===== config.mk =====
export PLATFORM = sky130hd
export DESIGN_NAME = pwm_multi_gen
export DESIGN_NICKNAME = d
export VERILOG_FILES = /design/src/rtl/pwm_multi_gen.sv
export SDC_FILE = /design/constraint.sdc
export NUM_CORES = 1
export LEC_CHECK = 0
export ABC_AREA = 1
export CORE_MARGIN = 4
export CORE_UTILIZATION = 58
export DETAILED_ROUTE_END_ITERATION = 16
export GPL_TIMING_DRIVEN = 0
export MAX_ROUTING_LAYER = met4
export PLACE_DENSITY = 0.81
export SKIP_LAST_GASP = 1
export SLEW_MARGIN = 10
export SYNTH_ARGS = -nofsm -noshare
export SYNTH_HDL_FRONTEND = slang
export SYNTH_SLANG_ARGS = --single-unit

===== constraint.sdc =====
create_clock -name clk -period 3.1 [get_ports clk]
set_clock_uncertainty 0.15 [all_clocks]
set_input_delay 0.775 -clock clk [delete_from_list [all_inputs] [get_ports clk]]
set_output_delay 0.775 -clock clk [all_outputs]
set_load 0.01 [all_outputs]

===== src/rtl/pwm_multi_gen.sv =====
// rtl/pwm_multi_gen.sv - multi-channel double-buffered PWM generator with prescaled up or up/down timebase
module pwm_multi_gen #(
  parameter int CNT_W  = 16,
  parameter int NUM_CH = 4,
  parameter int PRE_W  = 8
) (
  input  logic                    clk,
  input  logic                    rst_n,
  input  logic                    en,
  input  logic                    cfg_wr,
  input  logic [CNT_W-1:0]        cfg_period,
  input  logic [PRE_W-1:0]        cfg_prescale,
  input  logic                    cfg_updown,
  input  logic [2*NUM_CH-1:0]     cfg_mode,
  input  logic [NUM_CH-1:0]       cfg_pol,
  input  logic [CNT_W*NUM_CH-1:0] cfg_cmp1,
  input  logic [CNT_W*NUM_CH-1:0] cfg_cmp2,
  output logic [CNT_W-1:0]        count_val,
  output logic                    period_tick,
  output logic                    update_ack,
  output logic [NUM_CH-1:0]       pwm_out
);

  // shadow copy, written by cfg_wr, never seen by the datapath
  logic [CNT_W-1:0]        sh_period_q;
  logic [PRE_W-1:0]        sh_prescale_q;
  logic                    sh_updown_q;
  logic [2*NUM_CH-1:0]     sh_mode_q;
  logic [NUM_CH-1:0]       sh_pol_q;
  logic [CNT_W*NUM_CH-1:0] sh_cmp1_q;
  logic [CNT_W*NUM_CH-1:0] sh_cmp2_q;

  // active copy, the only configuration the timebase and channels use
  logic [CNT_W-1:0]        act_period_q;
  logic [PRE_W-1:0]        act_prescale_q;
  logic                    act_updown_q;
  logic [2*NUM_CH-1:0]     act_mode_q;
  logic [NUM_CH-1:0]       act_pol_q;
  logic [CNT_W*NUM_CH-1:0] act_cmp1_q;
  logic [CNT_W*NUM_CH-1:0] act_cmp2_q;

  logic                    pending_q, pending_d;
  logic                    ack_q;
  logic                    copy;

  // timebase state; dir_q = 1 while counting down
  logic [CNT_W-1:0]        cnt_q, cnt_d;
  logic [PRE_W-1:0]        presc_q, presc_d;
  logic                    dir_q, dir_d;
  logic                    started_q, started_d;
  logic                    adv;
  logic                    tick_c;

  logic [NUM_CH-1:0]       raw;
  logic [NUM_CH-1:0]       pwm_q, pwm_d;

  // timebase next state: prescaler, counter, direction and boundary detection
  always_comb begin
    adv       = en && (presc_q == act_prescale_q);
    tick_c    = 1'b0;
    cnt_d     = cnt_q;
    presc_d   = presc_q;
    dir_d     = dir_q;
    started_d = started_q;
    if (!en) begin
      cnt_d     = '0;
      presc_d   = '0;
      dir_d     = 1'b0;
      started_d = 1'b0;
    end else if (!adv) begin
      presc_d = presc_q + 1'b1;
    end else begin
      presc_d   = '0;
      started_d = 1'b1;
      if (act_period_q == '0) begin
        cnt_d  = '0;
        dir_d  = 1'b0;
        tick_c = 1'b1;
      end else if (!act_updown_q) begin
        dir_d = 1'b0;
        if (cnt_q >= act_period_q) begin
          cnt_d  = '0;
          tick_c = 1'b1;
        end else begin
          cnt_d = cnt_q + 1'b1;
        end
      end else begin
        // the first advance after enable opens a centre-aligned period
        tick_c = !started_q;
        if (!dir_q) begin
          if (cnt_q >= act_period_q) begin
            cnt_d = cnt_q - 1'b1;
            dir_d = 1'b1;
          end else begin
            cnt_d = cnt_q + 1'b1;
          end
        end else begin
          if (cnt_q == '0) begin
            cnt_d  = cnt_q + 1'b1;
            dir_d  = 1'b0;
            tick_c = 1'b1;
          end else begin
            cnt_d = cnt_q - 1'b1;
          end
        end
      end
    end
  end

  // timebase registers
  always_ff @(posedge clk or negedge rst_n) begin
    if (!rst_n) begin
      cnt_q     <= '0;
      presc_q   <= '0;
      dir_q     <= 1'b0;
      started_q <= 1'b0;
    end else begin
      cnt_q     <= cnt_d;
      presc_q   <= presc_d;
      dir_q     <= dir_d;
      started_q <= started_d;
    end
  end

  // active takes the shadow at a boundary, or at once while idle; a write in the
  // same cycle lands in shadow and stays pending for the following boundary
  assign copy      = pending_q && (tick_c || !en);
  assign pending_d = cfg_wr || (pending_q && !copy);

  // shadow capture, shadow-to-active transfer, pending flag and acknowledge pulse
  always_ff @(posedge clk or negedge rst_n) begin
    if (!rst_n) begin
      sh_period_q    <= '0;
      sh_prescale_q  <= '0;
      sh_updown_q    <= 1'b0;
      sh_mode_q      <= '0;
      sh_pol_q       <= '0;
      sh_cmp1_q      <= '0;
      sh_cmp2_q      <= '0;
      act_period_q   <= '0;
      act_prescale_q <= '0;
      act_updown_q   <= 1'b0;
      act_mode_q     <= '0;
      act_pol_q      <= '0;
      act_cmp1_q     <= '0;
      act_cmp2_q     <= '0;
      pending_q      <= 1'b0;
      ack_q          <= 1'b0;
    end else begin
      if (cfg_wr) begin
        sh_period_q   <= cfg_period;
        sh_prescale_q <= cfg_prescale;
        sh_updown_q   <= cfg_updown;
        sh_mode_q     <= cfg_mode;
        sh_pol_q      <= cfg_pol;
        sh_cmp1_q     <= cfg_cmp1;
        sh_cmp2_q     <= cfg_cmp2;
      end
      if (copy) begin
        act_period_q   <= sh_period_q;
        act_prescale_q <= sh_prescale_q;
        act_updown_q   <= sh_updown_q;
        act_mode_q     <= sh_mode_q;
        act_pol_q      <= sh_pol_q;
        act_cmp1_q     <= sh_cmp1_q;
        act_cmp2_q     <= sh_cmp2_q;
      end
      pending_q <= pending_d;
      ack_q     <= copy;
    end
  end

  // per-channel raw level from the current count; window is empty when cmp1 >= cmp2
  always_comb begin
    raw = '0;
    for (int i = 0; i < NUM_CH; i++) begin
      case (act_mode_q[2*i +: 2])
        2'b00:   raw[i] = cnt_q < act_cmp1_q[CNT_W*i +: CNT_W];
        2'b01:   raw[i] = cnt_q >= act_cmp1_q[CNT_W*i +: CNT_W];
        2'b10:   raw[i] = (cnt_q >= act_cmp1_q[CNT_W*i +: CNT_W]) &&
                          (cnt_q <  act_cmp2_q[CNT_W*i +: CNT_W]);
        default: raw[i] = 1'b0;
      endcase
    end
    pwm_d = en ? (raw ^ act_pol_q) : act_pol_q;
  end

  // registered pin drivers, one clock behind count_val
  always_ff @(posedge clk or negedge rst_n) begin
    if (!rst_n) begin
      pwm_q <= '0;
    end else begin
      pwm_q <= pwm_d;
    end
  end

  assign count_val   = cnt_q;
  assign update_ack  = ack_q;
  assign pwm_out     = pwm_q;
  // boundary pulse is combinational with the advance, held low while in reset
  assign period_tick = rst_n & tick_c;

endmodule


==> results.toml, run 1 <==
[route]
post_drt_wl_per_cell_um = 18.9
finalWirelength_mm = 52.9
drc_errors = 0
routed-via-count = 15700
drt_iter0_drc = 1470
drtPass1Iterations = 6
ant_nets = 0
vias_per_cell = 5.60

[clock_network]
cts_tree = "yes"
numCtsBuffers = 38
htree_levels = 2
root_buffer = "clkbuf_16"
cts.sinks = 362
cts_buffer_depth = 3
clk_latency_ns = 0.53
clk_pin_slew_ns = 0.06

[grt]
track_usage_pct = 30.1
grt_pass1_wl_mm = 83.2
antenna_found_initial = 0
grt_pass1_vias = 16400
grt_remaining_overflow = 0
grt_max_degree = 60

[placed_design]
dp_hpwl_mm = 33.2
io_buffers = 188
pre_cts_ws_ns = -1.25
place_congestion = 0.924
dp.cells = 2675

[floorplanning]
io_pins = 191
dieArea_sq_um = 35400
row_count = 65
coreArea_sq_um = 31800
die_w_um = 188
die_h_um = 188
start_util_pct = 59.2

[finish]
instances_no_fill = 2801
nets = 2650
drive_gt1_share_pct = 16.9
synthToLayoutAreaGrowth_pct = 25.0
n_antenna_cell = 0
final_core_utilization_pct = 74.0

[sta]
fmaxAchievable_ghz = 0.296
setup_violations = 8
hold_violations = 0
rsz0062_at_grt = "yes"
slew_violations = 0
fin_crit_sh_pct = 109
fin_crit_ns = 3.38
fin_ws_ns = -0.277
tightest_slew_ns = 1.07
maxSlewHeadroom_pct = 28.8

[power]
cellPowerDensity_nw_per_um2 = 538
leakagePower_nw = 12.1
irDropWorstVdd_mv = 0.452

[hold_path]
hold_class = "primary input to asynchronous set/reset pin"

[synthesis]
synth_edf_count = 0
synth_largest_area_cell = "dfrtp_1"
synth_area_sq_um = 18800
synth-async-reset-ratio_pct = 100
synth_fp_nets = 2362
synth-seq-cells = 362
synth_warnings = 0
synth_cells = 2049
seq_area_frac_synth_pct = 48.1
synth_top_area_share_pct = 48.1
ys.flop_type = "dfrtp_1"
synth.avg_cell_area_sq_um = 9.19
synth_area_leaders = "dfrtp_1 (48%), nand2_1 (12%), mux2_2 (9.9%)"
synth.distinct_cells = 31

[worst_setup_path]
crit_type = "flip-flop to output pin"
cp_max_fo = 2
endpoint_kind = "output pin"
worst_setup_path_start_kind = "flip-flop"
cp.arrival_ns = 2.45
crit_required_ns = 2.17

[job]
drv_cap = 0

[outcome]
violations = "negative setup slack"
status = "finished, violations left"
## layer usage
metal / wire length (um) / vias to the layer above / part of all wire [%] / GRT usage, %
met4: 3240 / 0 / 6.1 / 13.7
met2: 25000 / 671 / 47 / 49.3
met3: 3880 / 206 / 7.3 / 4.72
met5: 0 / - / 0 / -
li1: - / 7221 / - / -
met1: 20800 / 7580 / 39 / 37.2
## timing repair
item                                    in CTS  in global routing
buffers inserted                            45                  7
hold buffers                                 2                  0
endpoints found under the hold margin        9                  0
pin swaps                                    6                 22
gates cloned                                 4                  0
endpoints found under the setup margin     186                 16
gates resized for setup                     49                 42
## Yosys cell counts (all sizes together), types with 2 or more instances
master,instances
nand4,22
o21bai,2
a21oi,67
buf,48
nand3,220
mux2,165
xor2,33
ha,144
dfrtp,362
nand2,583
a21o,4
nor2,78
clkbuf,31
nor4,3
inv,228
nor3,16
o21ai,30
nand3b,7
## cells in the final DEF, fill, tap and decap left out, drive strengths merged
master,synthesis,layout
nand2,583,583
dfrtp,362,362
inv,228,229
nand3,220,220
clkdlybuf4s50,0,186
mux2,165,165
ha,144,144
buf,48,106
clkbuf,31,87
nor2,78,78
a21oi,67,67
xor2,33,33
o21ai,30,30
nand4,22,22
nor3,16,16
clkinv,1,8
nand3b,7,7
a21o,4,4
bufbuf,0,4
bufinv,0,3
nor4,3,3
o21bai,2,2
and3,1,1
and2,1,1
or2,1,1
xnor2,1,1
o22ai,1,1
clkinvlp,0,1
dlygate4sd3,0,1
## worst max-delay path, stage by stage, from the launching register on
cell     delay, ns
dfrtp_4       0.52
ha_4          0.24
buf_4         0.13
a21oi_1       0.15
o21ai_0       0.12
a21oi_2       0.25
nand2_2       0.10
nand2_2       0.09
nand2_2       0.07
nand2_4       0.07
nor2_2        0.04
buf_2         0.13
## area by class of cell
type | count | area [sq um]
sequential | 362 | 9120
multi-input combinational | 1379 | 8710
fill | 2214 | 8250
timing repair buffer | 249 | 2530
clock buffer | 57 | 1140
inverter | 229 | 865
tap | 435 | 544
buffer | 78 | 495
clock inverter | 12 | 145
## worst paths after layout
kind | startpoint | to | slack (ns) | cells past startpoint
max | count_val[9] | period_tick | -0.28 | 11
min | rst_n | sh_cmp1_q[6] | 0.08 | 2
max reg2reg | count_val[14] | count_val[11] | -0.13 | 16
min reg2reg | act_cmp2_q[55] | act_cmp2_q[55] | 0.32 | 2
max in group asynchronous | rst_n | count_val[10] | 1.65 | 4
min in group clk | act_cmp2_q[55] | act_cmp2_q[55] | 0.32 | 2
## sequential cells by signal, summed over array words and instances, names as in the netlist, 4 cells and up
name            count
act_cmp1_q         64
act_cmp2_q         64
act_mode_q          8
act_period_q       16
act_pol_q           4
act_prescale_q      8
count_val          16
presc_q             8
pwm_out             4
sh_cmp1_q          64
sh_cmp2_q          64
sh_mode_q           8
sh_period_q        16
sh_pol_q            4
sh_prescale_q       8
## through the flow
| stage | hold WS, ns | power (mW) | instance area, sq um | setup TNS [ns] |
|---|---|---|---|---|
| finish | 0.0848 | 12.7 | 23500 | -0.948 |
| CTS | 0.0734 | 12.6 | 23300 | -0.551 |
| floorplan | 0.292 | 7.00 | 18800 | 0 |
| detailed placement | 0.308 | 7.82 | 21300 | -57.58 |
| global route | 0.0863 | 13.3 | 23500 | -2.02 |
| global placement | 0.305 | 7.68 | 21300 | -5192.29 |
## power breakdown
group	internal (mW)	switching, mW	total (mW)
Clock	2.81	1.90	4.71
Combinational	1.03	1.22	2.25
Sequential	5.33	0.380	5.71
## cell families (layout without fill, tap and decap cells)
| kind of cell | after synthesis | in the layout | synth area share (%) |
|---|---|---|---|
| AND/OR/NAND/NOR | 932 | 932 | 20.8 |
| flip-flops | 362 | 362 | 48.1 |
| buffers and inverters | 308 | 625 | 7.20 |
| multiplexers | 165 | 165 | 9.87 |
| adder cells (fa/ha/maj) | 144 | 144 | 9.57 |
| AO/OA/AOI/OAI | 104 | 104 | 2.85 |
| XOR/XNOR | 34 | 34 | 1.58 |
No activity file was read; power rests on OpenSTA's default activity.
==> inputs of run 2 (changes only) <==
--- a/config.mk
+++ b/config.mk
@@ -13,7 +13,6 @@
 export MAX_ROUTING_LAYER = met4
 export PLACE_DENSITY = 0.81
 export SKIP_LAST_GASP = 1
-export SLEW_MARGIN = 10
 export SYNTH_ARGS = -nofsm -noshare
 export SYNTH_HDL_FRONTEND = slang
 export SYNTH_SLANG_ARGS = --single-unit
==> run 2 against run 1 <==
Routed wire length shrank 2.3%. Largest cell class unchanged. Via count decreased by 1.1%. Register-to-register slack gained 0.44 ns. The run still ends with negative setup slack left. First-iteration DRC count fell by 4.8%. Utilization down 0.60 points. Cell count down 0.39%. Critical path depth unchanged. Largest power group unchanged. Sequential share of layout area grew 0.32 points.
==> results.toml, run 2 (synthesis gave the netlist of run 1 again) <==
[outcome]
status = "finished, violations left"
violations = "negative setup slack"

[clock_network]
cts.sinks = 362
root_buffer = "clkbuf_16"
clk_latency_ns = 0.53
htree_levels = 2
clk_pin_slew_ns = 0.07
numCtsBuffers = 38
cts_buffer_depth = 3
cts_tree = "yes"

[floorplanning]
die_h_um = 188
start_util_pct = 59.2
coreArea_sq_um = 31800
die_w_um = 188
dieArea_sq_um = 35400
io_pins = 191
row_count = 65

[worst_setup_path]
rrSetupSlack_ns = 0.31
crit_path_start = "count_val[11]"
cp_max_fo = 4
worstPathCellList = "buf_4 > nor2_4 > nand2_1 > nor2_1 > nand4_1 > nor2_2 > nor2_1 > nand2_2 > nand2_4 > nor2_2 > buf_2"
critical_path.reg2reg.endpoint = "count_val[15]"
worst_setup_path_start_kind = "flip-flop"
crit_required_ns = 2.17
critical_path.max_stage_delay_ns = 0.53
crit_type = "flip-flop to output pin"
reg2reg_depth = 10
endpoint_kind = "output pin"
r2r_start = "count_val[9]"
slowest_stage = "dfrtp_4"
cp-endpoint = "period_tick"
cp.arrival_ns = 2.34

[power]
p_int_mw = 9.06
irDropWorstVdd_mv = 0.407
leakagePower_nw = 12.0
pwr-share-clk_pct = 36.7
p_sw_share_pct = 27.4
seq_power_share_pct = 45.7
p_switching_mw = 3.42
combinationalPowerShare_pct = 17.6
power_mw = 12.5
cellPowerDensity_nw_per_um2 = 534

[route]
drt_iter0_drc = 1400
routed-via-count = 15500
finalWirelength_mm = 51.7
post_drt_wl_per_cell_um = 18.5
drc_errors = 0
vias_per_cell = 5.56
drtPass1Iterations = 5
ant_nets = 0

[finish]
nets = 2640
layout_common_cells = "nand2_1 (572), dfrtp_1 (346), inv_1 (225)"
n_antenna_cell = 0
drive_gt1_share_pct = 15.8
layout_commonest_cell = "nand2_1"
synthToLayoutAreaGrowth_pct = 24.0
fin_area_sq_um = 23400

[placed_design]
place_area_sq_um = 21300
dp_hpwl_mm = 33.3
place_congestion = 0.924
io_buffers = 188

[hold_path]
hold_class = "primary input to asynchronous set/reset pin"

[sta]
fmaxAchievable_ghz = 0.306
hold_violations = 0
tightest_slew_ns = 1.07
fin_ws_ns = -0.170
tns_ns = -0.170
maxSlewHeadroom_pct = 29.0
slew_violations = 0
setup_violations = 1
fin_crit_ns = 3.27
fin_crit_sh_pct = 105
rsz0062_at_grt = "yes"

[grt]
grt_remaining_overflow = 0
grt_pass1_vias = 16200
grt_max_degree = 60
antenna_found_initial = 0
track_usage_pct = 29.8
grt_pass1_wl_mm = 82.4

[job]
drv_cap = 0
## run 2: how the worst min path moves through the flow
| stage | from | endpoint | slack [ns] |
|---|---|---|---|
| finish | rst_n | sh_cmp1_q[4] | 0.08 |
| global route | rst_n | sh_cmp1_q[4] | 0.09 |
| CTS | rst_n | sh_cmp1_q[4] | 0.07 |
| detailed placement | act_cmp1_q[28] | act_cmp1_q[28] | 0.31 |
| global placement | act_cmp1_q[53] | act_cmp1_q[53] | 0.30 |
| floorplan | act_cmp1_q[10] | act_cmp1_q[10] | 0.29 |
## run 2: power by group through the flow
stage / Clock (mW) / Sequential [mW] / Combinational (mW)
3_5_place_dp: 0 / 5.77 / 2.05
3_3_place_gp: 0 / 5.76 / 1.92
6_report: 4.58 / 5.70 / 2.19
4_1_cts: 4.65 / 5.69 / 2.13
5_1_grt: 4.85 / 5.77 / 2.48
2_1_floorplan: 0 / 5.66 / 1.34
## run 2: stage by stage
stage	utilization (%)	cells	setup slack [ns]	hold slack, ns
6_report	73.4	2790	-0.170	0.0750
4_1_cts	73.0	2789	-0.167	0.0701
3_3_place_gp	66.9	2672	-14.22	0.305
2_1_floorplan	-	2049	0.223	0.292
3_5_place_dp	67.1	2675	-1.25	0.308
5_1_grt	73.4	2790	-0.309	0.0855
## run 2: worst max-delay path: cells and delay by family, from the launching register on
family / cells / cell delay (ns)
flip-flops: 1 / 0.53
AND/OR/NAND/NOR: 9 / 0.98
buffers and inverters: 2 / 0.31
## run 2: final cells by class
class | instances | area [sq um]
Inverter | 229 | 867
Buffer | 79 | 499
Fill cell | 2247 | 8440
Clock inverter | 9 | 104
Tap cell | 435 | 544
Timing Repair Buffer | 238 | 2440
Clock buffer | 59 | 1150
Sequential cell | 362 | 9120
Multi-Input combinational cell | 1379 | 8630
## run 2: what timing repair did
item | 4_1_cts | 5_1_grt
cloned | 4 | 0
endpoints found under the hold margin | 6 | 0
setup buffers | 39 | 1
resized for setup | 49 | 27
hold buffers | 3 | 0
setup endpoints to repair | 187 | 1
pin swaps | 8 | 12
## run 2: metal layers
layer  track usage (%)  wire length (um)  part of all wire, %
met5                 -                 0                    0
met4              14.0              3050                  5.9
met3              4.43              3390                  6.5
met2              49.2             24700                   48
met1              36.4             20600                   40
==> inputs of run 3 (changes only) <==
--- a/config.mk
+++ b/config.mk
@@ -6,6 +6,7 @@
 export NUM_CORES = 1
 export LEC_CHECK = 0
 export ABC_AREA = 1
+export CORE_ASPECT_RATIO = 1.5
 export CORE_MARGIN = 4
 export CORE_UTILIZATION = 58
 export DETAILED_ROUTE_END_ITERATION = 16
==> run 3 against run 2 <==
The flow still finishes with violations (negative setup slack). Worst hold slack got worse by 0.033 ns. Combinational power decreased by 2%. Routed wire length rose by 0.19%.
==> results.toml, run 3 (synthesis gave the netlist of run 1 again) <==
[floorplanning]
start_util_pct = 59.0
io_pins = 191
die_w_um = 155
die_h_um = 229
coreArea_sq_um = 31900
dieArea_sq_um = 35500
row_count = 80

[clock_network]
cts_tree = "yes"
clk_latency_ns = 0.53
numCtsBuffers = 36
cts.sinks = 362
clk_pin_slew_ns = 0.06
cts_buffer_depth = 3
hold_buffers = 0
root_buffer = "clkbuf_16"
htree_levels = 2

[worst_setup_path]
cp.arrival_ns = 3.63
reg2reg_depth = 16
endpoint_kind = "flip-flop"
worst_setup_path_start_kind = "flip-flop"
r2r_start = "count_val[13]"
cp_max_fo = 7
rrSetupSlack_ns = -0.23
crit_type = "flip-flop to flip-flop"
crit_required_ns = 3.41
critical_path.reg2reg.endpoint = "count_val[12]"

[placed_design]
io_buffers = 188
dp.cells = 2649
place_congestion = 0.881
dp_hpwl_mm = 33.6
place_area_sq_um = 21300

[sta]
fmaxAchievable_ghz = 0.301
maxSlewHeadroom_pct = 37.6
fin_crit_ns = 3.33
tightest_slew_ns = 0.936
hold_violations = 0
setup_violations = 11
rsz0062_at_grt = "yes"
fin_ws_ns = -0.226
fin_crit_sh_pct = 107
slew_violations = 0

[grt]
track_usage_pct = 29.6
grt_remaining_overflow = 0
antenna_found_initial = 0
grt_max_degree = 128
grt_pass1_wl_mm = 80.7
grt_pass1_vias = 15900

[finish]
num-fill-cells = 2292
fin_area_sq_um = 23200
synthToLayoutAreaGrowth_pct = 23.2
layout_common_cells = "nand2_1 (570), dfrtp_1 (346), inv_1 (223)"
drive_gt1_share_pct = 16.4
instances_no_fill = 2769
final_core_utilization_pct = 72.7
n_antenna_cell = 0
nets = 2647
layout_commonest_cell = "nand2_1"

[outcome]
status = "finished, violations left"
violations = "negative setup slack"

[power]
leakagePower_nw = 11.9
cellPowerDensity_nw_per_um2 = 527
irDropWorstVdd_mv = 0.379

[hold_path]
hold_class = "primary input to asynchronous set/reset pin"

[route]
routed-via-count = 15500
drt_iter0_drc = 926
drc_errors = 0
finalWirelength_mm = 51.8
ant_nets = 0
post_drt_wl_per_cell_um = 18.7
drtPass1Iterations = 7
vias_per_cell = 5.59

[job]
drv_cap = 0
[run 3: final cells by class]
type / count / area, sq um / share of cell area [%]
clock buffer: 51 / 1050 / 4.52
buffer: 79 / 502 / 2.16
multi-input combinational: 1379 / 8650 / 37.3
tap: 410 / 513 / 2.21
timing repair buffer: 247 / 2390 / 10.3
clock inverter: 12 / 124 / 0.534
inverter: 229 / 868 / 3.74
sequential: 362 / 9120 / 39.3
[run 3: worst max-delay path, stage by stage (launching register included)]
cell	delay, ns
dfrtp_4	0.53
ha_4	0.30
nand2_4	0.06
nor4_4	0.34
nand2_2	0.11
buf_4	0.14
buf_4	0.12
buf_4	0.12
buf_4	0.13
buf_4	0.12
buf_4	0.12
buf_4	0.12
nand3_1	0.13
nand3_1	0.26
nor2_4	0.31
nand2_1	0.09
nand3_1	0.09
[run 3: metal layers]
metal | global-route usage, % | share of wire [%] | vias to the layer above
li1 | - | - | 7210
met1 | 33.7 | 37 | 7496
met2 | 50.8 | 51 | 555
met3 | 4.00 | 5.8 | 205
met4 | 14.7 | 6.0 | 0
met5 | - | 0 | -
[run 3: stage by stage]
| step | setup slack, ns | hold WS [ns] | setup TNS [ns] | power, mW |
|---|---|---|---|---|
| 2_1_floorplan | 0.223 | 0.292 | 0 | 7.00 |
| 3_3_place_gp | -14.00 | 0.303 | -5129.39 | 7.68 |
| 3_5_place_dp | -1.15 | 0.308 | -80.85 | 7.83 |
| 4_1_cts | -0.221 | 0.0976 | -0.724 | 12.2 |
| 5_1_grt | -0.361 | 0.0969 | -3.45 | 12.8 |
| 6_report | -0.226 | 0.0421 | -1.81 | 12.2 |
[run 3: timing repair]
item / 4_1_cts / 5_1_grt
endpoints found under the setup margin: 195 / 17
pin swaps: 8 / 15
cloned: 0 / 1
resized for setup: 57 / 31
setup buffers: 51 / 6
[run 3: power breakdown]
part	switching [mW]	leakage, nW	total, mW	internal, mW
Sequential	0.383	4.37	5.71	5.33
Combinational	1.17	6.97	2.15	0.984
Clock	1.84	0.579	4.37	2.53
Total	3.39	11.9	12.2	8.84
[run 3: worst max path at each step]
stage	start	end	slack, ns	cells past startpoint
3_5_place_dp	count_val[0]	period_tick	-1.15	14
6_report	count_val[13]	count_val[12]	-0.23	16
4_1_cts	count_val[9]	period_tick	-0.22	10
5_1_grt	count_val[1]	period_tick	-0.36	13
3_3_place_gp	rst_n	sh_cmp1_q[60]	-14.00	1
2_1_floorplan	count_val[0]	period_tick	0.22	13
